## config.mk

```make
export PLATFORM = sky130hd
export DESIGN_NAME = countdown_timer_ctrl
export DESIGN_NICKNAME = d
export VERILOG_FILES = /design/src/rtl/countdown_timer_ctrl.sv
export SDC_FILE = /design/constraint.sdc
export NUM_CORES = 1
export LEC_CHECK = 0
export ABC_AREA = 1
export BUFFER_PORTS_ARGS = -buffer_cell sky130_fd_sc_hd__buf_4
export CORE_UTILIZATION = 62
export CTS_CLUSTER_DIAMETER = 60
export DETAILED_ROUTE_END_ITERATION = 7
export HOLD_SLACK_MARGIN = 0.06
export PLACE_DENSITY = 0.81
export SKIP_LAST_GASP = 1
export SLEW_MARGIN = 20
export SYNTH_ARGS = -nofsm -noshare
export SYNTH_HDL_FRONTEND = slang
export SYNTH_SLANG_ARGS = --single-unit
```

## constraint.sdc

```tcl
create_clock -name clk_50mhz_i -period 4.4 [get_ports clk_50mhz_i]
set_input_delay 1.1 -clock clk_50mhz_i [delete_from_list [all_inputs] [get_ports clk_50mhz_i]]
set_output_delay 1.1 -clock clk_50mhz_i [all_outputs]
set_load 0.03 [all_outputs]
```

## src/rtl/countdown_timer_ctrl.sv

```systemverilog
// MM:SS countdown controller: 1 Hz decrement tick, free-running display scan tick and an
// IDLE/RUN/PAUSE/DONE sequencer with a timed alarm at 00:00.
module countdown_timer_ctrl #(
    parameter int unsigned CLK_HZ     = 50000000,
    parameter int unsigned TICK_HZ    = 1,
    parameter int unsigned SCAN_DIV   = 200000,
    parameter int unsigned ALARM_SECS = 5
) (
    input  logic       clk_50mhz_i,
    input  logic       rst_i,
    input  logic       start_i,
    input  logic       clear_i,
    input  logic [7:0] load_min_i,
    input  logic [7:0] load_sec_i,
    output logic [7:0] min_bcd_o,
    output logic [7:0] sec_bcd_o,
    output logic [1:0] state_o,
    output logic       running_o,
    output logic       alarm_o,
    output logic       tick_1hz_o,
    output logic       scan_tick_o
);

    localparam int unsigned DIV      = CLK_HZ / TICK_HZ;
    localparam logic [31:0] DivLast  = 32'(DIV - 1);
    localparam logic [31:0] ScanLast = 32'(SCAN_DIV - 1);
    localparam logic [31:0] AlarmLim = 32'(ALARM_SECS);

    typedef enum logic [1:0] {
        StIdle  = 2'b00,
        StRun   = 2'b01,
        StPause = 2'b10,
        StDone  = 2'b11
    } state_e;

    state_e      state_q;
    logic [31:0] div_cnt_q;
    logic [31:0] scan_cnt_q;
    logic [31:0] alarm_cnt_q;
    logic [7:0]  min_q;
    logic [7:0]  sec_q;

    logic [7:0]  min_load;
    logic [7:0]  sec_load;
    logic [7:0]  min_dec;
    logic [7:0]  sec_dec;
    logic [31:0] div_next;
    logic        load_nonzero;
    logic        dec_zero;
    logic        tick;
    logic        alarm_expire;

    function automatic logic [3:0] clamp_digit(input logic [3:0] d, input logic [3:0] lim);
        return (d > lim) ? lim : d;
    endfunction

    always_comb begin
        min_load     = {clamp_digit(load_min_i[7:4], 4'd9), clamp_digit(load_min_i[3:0], 4'd9)};
        sec_load     = {clamp_digit(load_sec_i[7:4], 4'd5), clamp_digit(load_sec_i[3:0], 4'd9)};
        load_nonzero = (min_load != 8'h00) || (sec_load != 8'h00);
    end

    // BCD decrement with borrow chain: sec ones -> sec tens (0..5) -> min ones -> min tens.
    always_comb begin
        min_dec = min_q;
        sec_dec = sec_q;
        if (sec_q[3:0] != 4'd0) begin
            sec_dec[3:0] = sec_q[3:0] - 4'd1;
        end else begin
            sec_dec[3:0] = 4'd9;
            if (sec_q[7:4] != 4'd0) begin
                sec_dec[7:4] = sec_q[7:4] - 4'd1;
            end else begin
                sec_dec[7:4] = 4'd5;
                if (min_q[3:0] != 4'd0) begin
                    min_dec[3:0] = min_q[3:0] - 4'd1;
                end else begin
                    min_dec[3:0] = 4'd9;
                    min_dec[7:4] = min_q[7:4] - 4'd1;
                end
            end
        end
        dec_zero = (min_dec == 8'h00) && (sec_dec == 8'h00);
    end

    always_comb begin
        tick         = ((state_q == StRun) || (state_q == StDone)) && (div_cnt_q == DivLast);
        div_next     = tick ? 32'd0 : div_cnt_q + 32'd1;
        alarm_expire = tick && ((alarm_cnt_q + 32'd1) >= AlarmLim);
    end

    always_ff @(posedge clk_50mhz_i or posedge rst_i) begin
        if (rst_i) begin
            state_q     <= StIdle;
            div_cnt_q   <= 32'd0;
            alarm_cnt_q <= 32'd0;
            min_q       <= 8'h00;
            sec_q       <= 8'h00;
        end else if (clear_i) begin
            state_q     <= StIdle;
            div_cnt_q   <= 32'd0;
            alarm_cnt_q <= 32'd0;
            min_q       <= min_load;
            sec_q       <= sec_load;
        end else begin
            unique case (state_q)
                StIdle: begin
                    div_cnt_q <= 32'd0;
                    min_q     <= min_load;
                    sec_q     <= sec_load;
                    if (start_i && load_nonzero) begin
                        state_q <= StRun;
                    end
                end
                StRun: begin
                    div_cnt_q <= div_next;
                    if (tick) begin
                        min_q <= min_dec;
                        sec_q <= sec_dec;
                    end
                    // Reaching 00:00 outranks a coincident pause request.
                    if (tick && dec_zero) begin
                        state_q <= StDone;
                    end else if (start_i) begin
                        state_q <= StPause;
                    end
                end
                StPause: begin
                    if (start_i) begin
                        state_q <= StRun;
                    end
                end
                StDone: begin
                    if (start_i || alarm_expire) begin
                        state_q     <= StIdle;
                        div_cnt_q   <= 32'd0;
                        alarm_cnt_q <= 32'd0;
                        min_q       <= min_load;
                        sec_q       <= sec_load;
                    end else begin
                        div_cnt_q <= div_next;
                        if (tick) begin
                            alarm_cnt_q <= alarm_cnt_q + 32'd1;
                        end
                    end
                end
                default: begin
                    state_q <= StIdle;
                end
            endcase
        end
    end

    // Display scan runs regardless of state; only reset disturbs its phase.
    always_ff @(posedge clk_50mhz_i or posedge rst_i) begin
        if (rst_i) begin
            scan_cnt_q <= 32'd0;
        end else if (scan_cnt_q == ScanLast) begin
            scan_cnt_q <= 32'd0;
        end else begin
            scan_cnt_q <= scan_cnt_q + 32'd1;
        end
    end

    assign min_bcd_o   = min_q;
    assign sec_bcd_o   = sec_q;
    assign state_o     = state_q;
    assign running_o   = (state_q == StRun);
    assign alarm_o     = (state_q == StDone);
    assign tick_1hz_o  = tick;
    assign scan_tick_o = (scan_cnt_q == ScanLast);

endmodule
```

Word level (Yosys, flattened, before mapping)
Cells that the tools add are included.

storage, ports and cells
  bits in registers = 114
  bits in latches = 0
  bits in writable memories = 0
  ROM bits = 0
  bits of input ports = 20
  output and inout bits = 22
  word-level logic and storage cells = 85
  memories kept = 0

cells by class
  add/subtract/negate cells = 7
  multipliers = 0
  divide/modulo/power cells = 0
  magnitude comparators = 5
  equal/unequal tests = 10
  shift operators = 0
  multiplexer cells = 35
  bitwise logic cells = 0
  reduce and logical (&&, ||, !) cells = 22

operators with widths
  kind                   count
  $mux 32                8
  $add 32x1->32 const B  3
  $pmux 32 s3            1
  $mux 8                 8
  $pmux 8 s3             2
  $mux 4                 9
  $eq 32x18->1 const B   1
  $eq 32x26->1 const B   1
  $ge 32x3->1 const B    1
  $logic_not 8->1        2
  $reduce_bool 4->1      4
  $reduce_bool 8->1      2
  $sub 4x1->4 const B    4
  $gt 4x4->1 const B     3
  $mux 2                 6
  $pmux 2 s4             1
  $ne 3x2->1 const B     2
  $ne 3x3->1 const B     2
  $logic_and 1x1->1      5
  $eq 2x2->1 const B     2
  $gt 4x3->1 const B     1
  $ne 4x3->1 const B     1
  $reduce_and 4->1       1
  $logic_or 1x1->1       3
  6 further kinds        6

Longest topological paths before layout
Gate-level depths: netlist of the first run.

  depth after elaboration = 10
  mapped depth = 20
  gate-level depth less buffers = 19

Worst setup path before layout of the first run
OpenSTA, ideal clock, no wires.

  path kind = register -> output
  from = register scan_cnt_q[0]
  to = output scan_tick_o
  arrival time = 1.854 ns
  path slack = 1.446 ns
  stages on the path, launching flop included = 9
  path buffers = 1
  path through = dfrtp_1 > ha_1 > nand2_1 > nor2_1 > nand3_1 > nor2_1 > nand3_1 > inv_1 > buf_1

on the way
  cells in the longest elaborated chain, start to end = 1

RTL lines
  item                    line  source
  start, declared         38    logic [31:0] scan_cnt_q;
  start signal, assigned  161   scan_cnt_q <= scan_cnt_q + 32'd1;
  $eq 32x18->1            171   assign scan_tick_o = (scan_cnt_q == ScanLast);
  end, declared           21    output logic scan_tick_o

No other way between the ends.

Final worst setup path of the first run
Same ends and word-level chain as after synthesis.

==> results.ini, run 1 <==
[status]
status=finished clean

[detailed_routing]
wl_per_cell_um=13.23
antenna_left=0
drt_pass1_iterations=5
drt-total-wl_mm=16.42
drc=0
drt_iter0_drc=467
vias=6709
vias_per_cell=5.406

[placement]
hpwl_mm=11.90
post-place-cells=1209
place_congestion=0.9160
portBuffers=41

[min_path]
hold_path.class=reg -> reg

[yosys]
synthAdderAreaFrac=0.02054
synth_top_family_by_area=simple AND/OR/NAND/NOR gates
ys_top_cells_by_area=dfrtp_1, nand2_1, nor2_1, inv_1, nand3_1
yosys_warnings=0
synth.distinct_cells=43
syn_avg_cell_area_um2=7.062
synth-simple-area-share=0.3554
synthesis.area_um2=7310
syn_nets=1067
netlist_instances=1035
synth_compound_area_frac=0.09397
synth_xor_area_frac=0.05512
synth_top_area_share=0.3903
ys_seq_area_frac=0.3903
ys_ff_latch=114
synthMuxAreaShare=0
yosys.area.top_type=dfrtp_1

[timing]
rsz0062_at_grt=no
setup_viol=0
max_clock_freq_ghz=0.2742
clock-skew-final_ns=0.009898
relSlewSlack=0.3853
fin_setup_tns_ns=0
fin_crit_ns=3.647
maxSlewViolCount=0
period_share=0.8289
worst_slew_pin_slew_ns=0.9187
hold_viol=0

[floorplanning]
fp.dieH_um=110.6
die_width_um=110.6
start_util=0.6374
ioPinCount=42
dieArea_um2=12230
fp-row-count=39
core_um2=11470

[setup_path]
critical_path.max_fanout=13
critPathLaunch=scan_cnt_q[0]
cp_num_buf_inv=2
rrSetupSlack_ns=1.36
worst_r2r_endpoint=div_cnt_q[14]
cp_top_family=simple AND/OR/NAND/NOR gates
slowest_stage=inv_1
crit_path_end=scan_tick_o
r2r-start=alarm_cnt_q[1]
worstPathArrival_ns=2.55
max_stage_delay_ns=0.42
cp_data_required_time_ns=3.30
critPathKind=reg -> out
path_cells=ha_1 -> nand2_1 -> nor2_1 -> nand3_1 -> nor2_1 -> nand3_1 -> inv_1 -> buf_4
critical_path_depth=8
reg2reg_depth=19
cp-end-kind=output pin
start_kind=flop

[power_and_ir_drop]
internal-power_mw=2.239
power.leakage_nw=3.794
p_clk_frac=0.371
power.switching_mw=1.331
ir_worst_vdd_mv=0.5562
seq_power_share=0.348
p_sw_frac=0.3729
p_per_area_nw_per_um2=429.1
p_comb_frac=0.281

[clock_network]
cts_tree=yes
cts.sinks=114
clockBufferDepth=2
clk_pin_slew_ns=0.06
hold_buffers=0
cts_setup_buffers=0
root_buffer=clkbuf_16
cts_resized=0
clock_latency_ns=0.42
cts_inserted_buffers=17
cts.htree.levels=4

[layout]
drive_gt1_frac=0.1166
area_delta_synth_final_pct=13.83
fin_nets=1117
postLayoutCoreUtil=0.7256
diodes=0
fin_cells=1241

[global_route]
grt_pass1_vias=6327
grt_first_pass_wirelength_mm=28.80
grt_max_degree=55
antenna_found_initial=0
grt_use_total=0.2887
overflow=0

[flow_run]
cap_violations=0

-- power groups by stage --
stage | Combinational [mW] | Sequential [mW] | Clock (mW)
2_1_floorplan | 0.614 | 1.38 | 0
4_1_cts | 1.00 | 1.24 | 1.34
6_report | 1.00 | 1.24 | 1.32
5_1_grt | 1.12 | 1.26 | 1.39
3_3_place_gp | 0.987 | 1.26 | 0
3_5_place_dp | 1.00 | 1.26 | 0
-- layer usage --
metal | wire length [µm] | up-vias | GRT usage
met2 | 7354 | 155 | 0.4476
li1 | - | 3410 | -
met1 | 8032 | 3121 | 0.3997
met3 | 851 | 23 | 0.07300
met5 | 0 | - | 0
met4 | 182 | 0 | 0.08711
-- registers in the layout, indices dropped and copies added, names as in the netlist --
register     flops
sec_bcd_o        8
alarm_cnt_q     32
min_bcd_o        8
state_o          2
scan_cnt_q      32
div_cnt_q       32
-- area by class of cell --
type / instances / area (µm²)
clock buffers: 17 / 425.4
clock inverters: 15 / 150.1
fillers: 925 / 3147
inverters: 140 / 528.0
multi-input cells: 766 / 3840
flip-flops and latches: 114 / 2853
well taps: 143 / 178.9
repair buffers: 46 / 345.3
-- cell families after synthesis --
kind of cell / Yosys count
buf+inv: 155
fa+ha+maj: 12
simple gates: 602
flops: 114
xor+xnor: 46
compound gates: 106
-- cells in the final DEF, fill, tap and decap left out, types with 27 or more instances in the layout --
cell type    n
nand2_1    269
o21ai_0     28
nand3_1     67
inv_1      136
nor2_1     174
xor2_1      37
nand4_1     27
o21ai_2     29
buf_4       46
dfrtp_1    114
-- worst min path at each step --
stage,cells after the start,from,slack [ns],to
2_1_floorplan,1,scan_cnt_q[0],0.43,scan_cnt_q[0]
3_3_place_gp,1,scan_cnt_q[0],0.45,scan_cnt_q[0]
3_5_place_dp,1,scan_cnt_q[0],0.46,scan_cnt_q[0]
4_1_cts,1,scan_cnt_q[0],0.47,scan_cnt_q[0]
5_1_grt,1,scan_cnt_q[0],0.49,scan_cnt_q[0]
6_report,1,scan_cnt_q[0],0.46,scan_cnt_q[0]
-- cell usage after synthesis, drive strengths merged --
cell type / instances
nand2: 276
nor2: 184
inv: 137
dfrtp: 114
nand3: 69
o21ai: 68
xor2: 37
nand4: 27
nor3: 26
a21oi: 21
ha: 12
nor4: 10
clkbuf: 9
xnor2: 9
buf: 6
a31oi: 3
clkinv: 3
o211ai: 3
and2: 2
and3: 2
nand3b: 2
o221ai: 2
o22ai: 2
o31ai: 2
or4: 2
a2111o: 1
a211o: 1
a22oi: 1
nor3b: 1
nor4b: 1
o21a: 1
o21bai: 1
-- per-stage QoR --
stage               hold slack [ns]  area [µm²]  total power, mW  setup WS, ns
finish                       0.4615        8320            3.570        0.7529
global route                 0.4887        8320            3.767        0.4945
CTS                          0.4679        8320            3.591        0.7421
detailed placement           0.4603        7745            2.260         1.188
global placement             0.4461        7745            2.249         1.284
floorplan                    0.4329        7310            1.993        0.2843
No activity file was read; power rests on OpenSTA's default activity.
==> inputs of run 2 (changes only) <==
--- a/config.mk
+++ b/config.mk
@@ -7,11 +7,11 @@
 export LEC_CHECK = 0
 export ABC_AREA = 1
 export BUFFER_PORTS_ARGS = -buffer_cell sky130_fd_sc_hd__buf_4
-export CORE_UTILIZATION = 62
+export CORE_UTILIZATION = 56
 export CTS_CLUSTER_DIAMETER = 60
 export DETAILED_ROUTE_END_ITERATION = 7
 export HOLD_SLACK_MARGIN = 0.06
-export PLACE_DENSITY = 0.81
+export PLACE_DENSITY = 0.77
 export SKIP_LAST_GASP = 1
 export SLEW_MARGIN = 20
 export SYNTH_ARGS = -nofsm -noshare
==> constraint.sdc (replaced) <==
create_clock -name clk_50mhz_i -period 3.15 [get_ports clk_50mhz_i]
set_input_delay 0.7875 -clock clk_50mhz_i [delete_from_list [all_inputs] [get_ports clk_50mhz_i]]
set_output_delay 0.7875 -clock clk_50mhz_i [all_outputs]
set_load 0.03 [all_outputs]
==> run 2 against run 1 <==
Against the previous run:
- clock skew is 0.00066 ns higher
- sequential power is 40% higher
- non-clock buffer count increased by 7
- via count increased by 0.22%
- wire length is 2.1% higher
==> results.ini, run 2 (same netlist as run 1, synthesis figures left out) <==
[timing]
relSlewSlack=0.5703  ; was 0.3853
rsz0062_at_grt=no  ; unchanged
max_clock_freq_ghz=0.3330
period_share=0.9534
hold_ws_ns=0.4594  ; was 0.4615 ns
setup_viol=0  ; unchanged
clock-skew-final_ns=0.01056  ; was 0.009898 ns
maxSlewViolCount=0  ; unchanged
hold_viol=0  ; unchanged
worst_slew_pin_slew_ns=0.6432  ; was 0.9187 ns
fin_setup_tns_ns=0  ; unchanged
fin_crit_ns=3.003
setup_ws_ns=0.1468  ; was 0.7529 ns

[global_route]
grt_pass1_vias=6287  ; was 6,327
grt_first_pass_wirelength_mm=28.80  ; unchanged
grt_max_degree=63  ; was 55
grt_use_total=0.2723  ; was 0.2887
antenna_found_initial=0  ; unchanged
overflow=0  ; unchanged

[layout]
fin_nets=1124  ; was 1,117
layout_common_cells=nand2_1, nor2_1, inv_1  ; unchanged
postLayoutCoreUtil=0.6710  ; was 0.7256
reg.largest.list=alarm_cnt_q: 32 flops, div_cnt_q: 32 flops, scan_cnt_q: 32 flops  ; unchanged
area_delta_synth_final_pct=16.31  ; was 13.83%
nFillCells=1121  ; was 925
drive_gt1_frac=0.1223  ; was 0.1166
multi_input_area_um2=3845  ; was 3840 µm²
final-seq-area_um2=2853  ; unchanged
fin_area_um2=8502  ; was 8320 µm²
final_common_cell=nand2_1  ; unchanged
fin_cells=1276  ; was 1,241
diodes=0  ; unchanged

[floorplanning]
start_util=0.5769  ; was 0.6374
core_um2=12670  ; was 11,470 µm²
dieArea_um2=13510  ; was 12,230 µm²
fp.dieH_um=116.3  ; was 110.6 µm
ioPinCount=42  ; unchanged
fp-row-count=41  ; was 39
die_width_um=116.3  ; was 110.6 µm

[clock_network]
root_buffer=clkbuf_16  ; unchanged
cts_tree=yes  ; unchanged
cts_setup_buffers=0  ; unchanged
clock_latency_ns=0.42  ; about the same
cts.htree.levels=4  ; unchanged
clockBufferDepth=2  ; unchanged
clk_pin_slew_ns=0.05  ; was 0.06 ns
hold_buffers=0  ; unchanged
cts_inserted_buffers=17  ; unchanged
cts_resized=0  ; unchanged
cts.sinks=114  ; unchanged

[setup_path]
critical_path.max_fanout=5  ; was 13
critPathLaunch=state_o[1]  ; was scan_cnt_q[0]
rrSetupSlack_ns=0.39  ; was 1.36 ns
path_cells=inv_1 -> ha_1 -> nor2_1 -> nor2_1 -> nand3_1 -> nor2_1 -> nand3_1 -> inv_1 -> buf_4  ; was ha_1 -> nand2_1 -> nor2_1 -> nand3_1 -> nor2_1 -> nand3_1 -> inv_1 -> buf_4
cp_data_required_time_ns=2.36  ; was 3.30 ns
r2r-start=alarm_cnt_q[1]  ; unchanged
critPathKind=reg -> out  ; unchanged
reg2reg_depth=18  ; was 19
max_stage_delay_ns=0.43  ; was 0.42 ns
slowest_stage=dfrtp_1  ; was inv_1
crit_path_frequent_cell=nor2_1
start_kind=flop  ; unchanged
worstPathArrival_ns=2.22  ; was 2.55 ns
worst_r2r_endpoint=div_cnt_q[5]  ; was div_cnt_q[14]
cp-end-kind=output pin  ; unchanged

[power_and_ir_drop]
ir_worst_vdd_mv=0.5957  ; was 0.5562 mV
p_per_area_nw_per_um2=618.9  ; was 429.1 nW/µm²
p_total_mw=5.262  ; was 3.570 mW
power.leakage_nw=3.869  ; was 3.794 nW

[detailed_routing]
vias=6724  ; was 6,709
wl_per_cell_um=13.14  ; was 13.23 µm
wl_met1_mm=8.097  ; was 8.032 mm
dr_wl_met2_mm=7.689  ; was 7.354 mm
wl_met3_um=702  ; was 851 µm
vias_per_cell=5.270  ; was 5.406
drt_iter0_drc=512  ; was 467
highest_layer=met4  ; unchanged
drc=0  ; unchanged
antenna_left=0  ; unchanged
drt-total-wl_mm=16.77  ; was 16.42 mm
drt_pass1_iterations=5  ; unchanged

[flow_run]
cap_violations=0  ; unchanged

[placement]
post-place-ws_ns=0.4019  ; was 1.188 ns
place_congestion=0.9775  ; was 0.9160
placed_area_um2=7860  ; was 7745 µm²
hpwl_mm=12.41  ; was 11.90 mm
post-place-cells=1245  ; was 1,209
portBuffers=41  ; unchanged

[min_path]
hold_path.class=in -> async  ; was reg -> reg

[status]
status=finished clean  ; unchanged

## run 2: cell types whose count changed in the layout (fill, tap and decap cells not counted), sizes merged
cell    before  now
inv        143  136
clkinv       7    5
buf         46   53
clkbuf      17   22
bufinv       1    4
## run 2: area by class of cell
cell class	count	area share
Clock inverter	9	0.01795
Sequential cell	114	0.3355
Inverter	140	0.06225
Multi-Input combinational cell	766	0.4522
Clock buffer	22	0.05695
Timing Repair Buffer	53	0.04974
Tap cell	172	0.02531
## run 2: per-layer routing
metal	vias up	track usage
met3	31	0.05812
met4	0	0.09316
met5	-	0
met2	175	0.4260
li1	3429	-
met1	3089	0.3750
## run 2: how the worst max path moves through the flow
stage,to,slack (ns),depth (start not counted)
floorplan,scan_tick_o,0.51,8
global placement,state_o[1],0.44,19
detailed placement,state_o[1],0.40,19
CTS,tick_1hz_o,0.12,8
global route,tick_1hz_o,0.01,8
finish,tick_1hz_o,0.15,9
## run 2: power by group
part           switching (mW)  internal, mW  total, mW
clock                   0.676          1.40       2.07
sequential              0.158          1.59       1.74
combinational           0.972         0.472       1.44
total                    1.81          3.46       5.26
## run 2: critical path: cells and delay by family, from the launching register on
family                   cells  cell delay, ns
flip-flops                   1            0.43
buffers and inverters        3            0.49
adder cells (fa/ha/maj)      1            0.27
AND/OR/NAND/NOR              5            0.60
==> inputs of run 3 (changes only) <==
--- a/config.mk
+++ b/config.mk
@@ -7,11 +7,12 @@
 export LEC_CHECK = 0
 export ABC_AREA = 1
 export BUFFER_PORTS_ARGS = -buffer_cell sky130_fd_sc_hd__buf_4
-export CORE_UTILIZATION = 56
+export CORE_UTILIZATION = 55
 export CTS_CLUSTER_DIAMETER = 60
 export DETAILED_ROUTE_END_ITERATION = 7
 export HOLD_SLACK_MARGIN = 0.06
-export PLACE_DENSITY = 0.77
+export PLACE_DENSITY = 0.76
+export RECOVER_POWER = 100
 export SKIP_LAST_GASP = 1
 export SLEW_MARGIN = 20
 export SYNTH_ARGS = -nofsm -noshare
==> run 3 against run 2 <==
Against the previous run:
- total power down 7.3%
- die area rose by 1.8%
- combinational power decreased by 9.7%
- hold slack better by 0.0019 ns
==> results.ini, run 3 (same netlist as run 1, synthesis figures left out) <==
[status]
status=finished clean  ; unchanged

[timing]
relSlewSlack=0.2802  ; was 0.5703
setup_ws_ns=0.09505  ; was 0.1468 ns
hold_ws_ns=0.4612  ; was 0.4594 ns
max_clock_freq_ghz=0.3273  ; was 0.3330 GHz
fin_crit_ns=3.055  ; was 3.003 ns
maxSlewViolCount=0  ; unchanged
hold_viol=0  ; unchanged
fin_setup_tns_ns=0  ; unchanged
setup_viol=0  ; unchanged
rsz0062_at_grt=yes  ; was no
worst_slew_pin_slew_ns=1.080  ; was 0.6432 ns
period_share=0.9698  ; was 0.9534
clock-skew-final_ns=0.008309  ; was 0.01056 ns

[detailed_routing]
vias=6757  ; was 6,724
vias_per_cell=5.295  ; was 5.270
wl_per_cell_um=13.28  ; was 13.14 µm
drt_pass1_iterations=5  ; unchanged
drc=0  ; unchanged
drt-total-wl_mm=16.95  ; was 16.77 mm
drt_iter0_drc=439  ; was 512
antenna_left=0  ; unchanged

[clock_network]
cts.htree.levels=4  ; unchanged
clockBufferDepth=2  ; unchanged
clock_latency_ns=0.42  ; about the same
cts_tree=yes  ; unchanged
root_buffer=clkbuf_16  ; unchanged
cts.sinks=114  ; unchanged
cts_inserted_buffers=17  ; unchanged
clk_pin_slew_ns=0.06  ; was 0.05 ns

[placement]
hpwl_mm=12.58  ; was 12.41 mm
place_congestion=0.8980  ; was 0.9775
post-place-ws_ns=0.3364  ; was 0.4019 ns
portBuffers=41  ; unchanged

[floorplanning]
start_util=0.5722  ; was 0.5769
die_width_um=117.3  ; was 116.3 µm
dieArea_um2=13750  ; was 13,510 µm²
fp-row-count=41  ; unchanged
ioPinCount=42  ; unchanged
core_um2=12770  ; was 12,670 µm²
fp.dieH_um=117.3  ; was 116.3 µm

[setup_path]
worstPathArrival_ns=2.27  ; was 2.22 ns
crit_path_frequent_cell=nor2_1  ; unchanged
slowest_stage=dfrtp_1  ; unchanged
start_kind=flop  ; unchanged
critPathKind=reg -> out  ; unchanged
critical_path.max_fanout=5  ; unchanged
max_stage_delay_ns=0.45  ; was 0.43 ns
path_cells=inv_1 -> ha_1 -> nor2_1 -> nor2_1 -> nand3_1 -> nor2_1 -> nand3_1 -> inv_2 -> buf_4  ; was inv_1 -> ha_1 -> nor2_1 -> nor2_1 -> nand3_1 -> nor2_1 -> nand3_1 -> inv_1 -> buf_4
cp-end-kind=output pin  ; unchanged
cp_data_required_time_ns=2.36  ; about the same

[power_and_ir_drop]
power.leakage_nw=3.692  ; was 3.869 nW
p_per_area_nw_per_um2=594.2  ; was 618.9 nW/µm²
ir_worst_vdd_mv=0.5380  ; was 0.5957 mV

[layout]
final_common_cell=nand2_1  ; unchanged
nFillCells=1220  ; was 1,121
postLayoutCoreUtil=0.6425  ; was 0.6710
area_delta_synth_final_pct=12.27  ; was 16.31%
drive_gt1_frac=0.07428  ; was 0.1223
multi_input_area_um2=3757  ; was 3845 µm²
diodes=0  ; unchanged
fin_nets=1124  ; unchanged
reg.largest.list=alarm_cnt_q: 32 flops, div_cnt_q: 32 flops, scan_cnt_q: 32 flops  ; unchanged
layout_common_cells=nand2_1, nor2_1, inv_1  ; unchanged
final-seq-area_um2=2853  ; unchanged

[global_route]
overflow=0  ; unchanged
antenna_found_initial=0  ; unchanged
grt_use_total=0.2729  ; was 0.2723
grt_max_degree=42  ; was 63
grt_pass1_vias=6317  ; was 6,287
grt_first_pass_wirelength_mm=29.24  ; was 28.80 mm

[min_path]
hold_path.class=reg -> reg  ; was in -> async

[flow_run]
cap_violations=0  ; unchanged

[run 3: path summary, 6_finish.rpt]
check                          startpoint        endpoint  slack [ns]  cells past startpoint
max                            state_o[1]      tick_1hz_o         0.1                      9
min                         scan_cnt_q[0]   scan_cnt_q[0]        0.46                      1
max reg2reg                alarm_cnt_q[1]   div_cnt_q[19]        0.34                     18
min reg2reg                 scan_cnt_q[0]   scan_cnt_q[0]        0.46                      1
max in group asynchronous           rst_i  scan_cnt_q[17]        1.14                      3
min in group asynchronous           rst_i   scan_cnt_q[3]        0.54                      2
[run 3: worst max-delay path: cells and delay by family, from the launching register on]
family | cells | cell delay (ns)
buffers and inverters | 3 | 0.47
and+or+nand+nor | 5 | 0.67
DFF | 1 | 0.45
adders and majority gates | 1 | 0.26
[run 3: area by class of cell]
class / count / share of cell area
well taps: 172 / 0.02622
inverters: 140 / 0.06419
flip-flops and latches: 114 / 0.3476
clock inverters: 5 / 0.006098
multi-input cells: 766 / 0.4578
repair buffers: 53 / 0.03598
clock buffers: 26 / 0.06205
[run 3: power breakdown]
group,leakage (nW),internal [mW],switching (mW)
sequential,1.55,1.59,0.155
combinational,1.86,0.349,0.954
clock,0.280,1.18,0.655
[run 3: per-layer routing]
layer  wire (µm)  track usage  vias up
met5           0            0        -
met4         190      0.08608        0
met3         799      0.05664       19
met2        7859       0.4353      161
met1        8101       0.3720     3162
li1            -            -     3415
[run 3: what timing repair did]
item / CTS / global route
endpoints found under the setup margin: 0 / 23
hold buffers: 0 / 0
endpoints found under the hold margin: 0 / 0
resized for setup: 0 / 4
buffers inserted: 0 / 0
[run 3: through the flow]
stage | power [mW] | cells | cell area [µm²]
2_1_floorplan | 2.784 | 1035 | 7313
3_3_place_gp | 3.177 | 1245 | 7860
3_5_place_dp | 3.206 | 1245 | 7860
4_1_cts | 5.056 | 1276 | 8419
5_1_grt | 5.136 | 1276 | 8207
6_report | 4.876 | 1276 | 8207
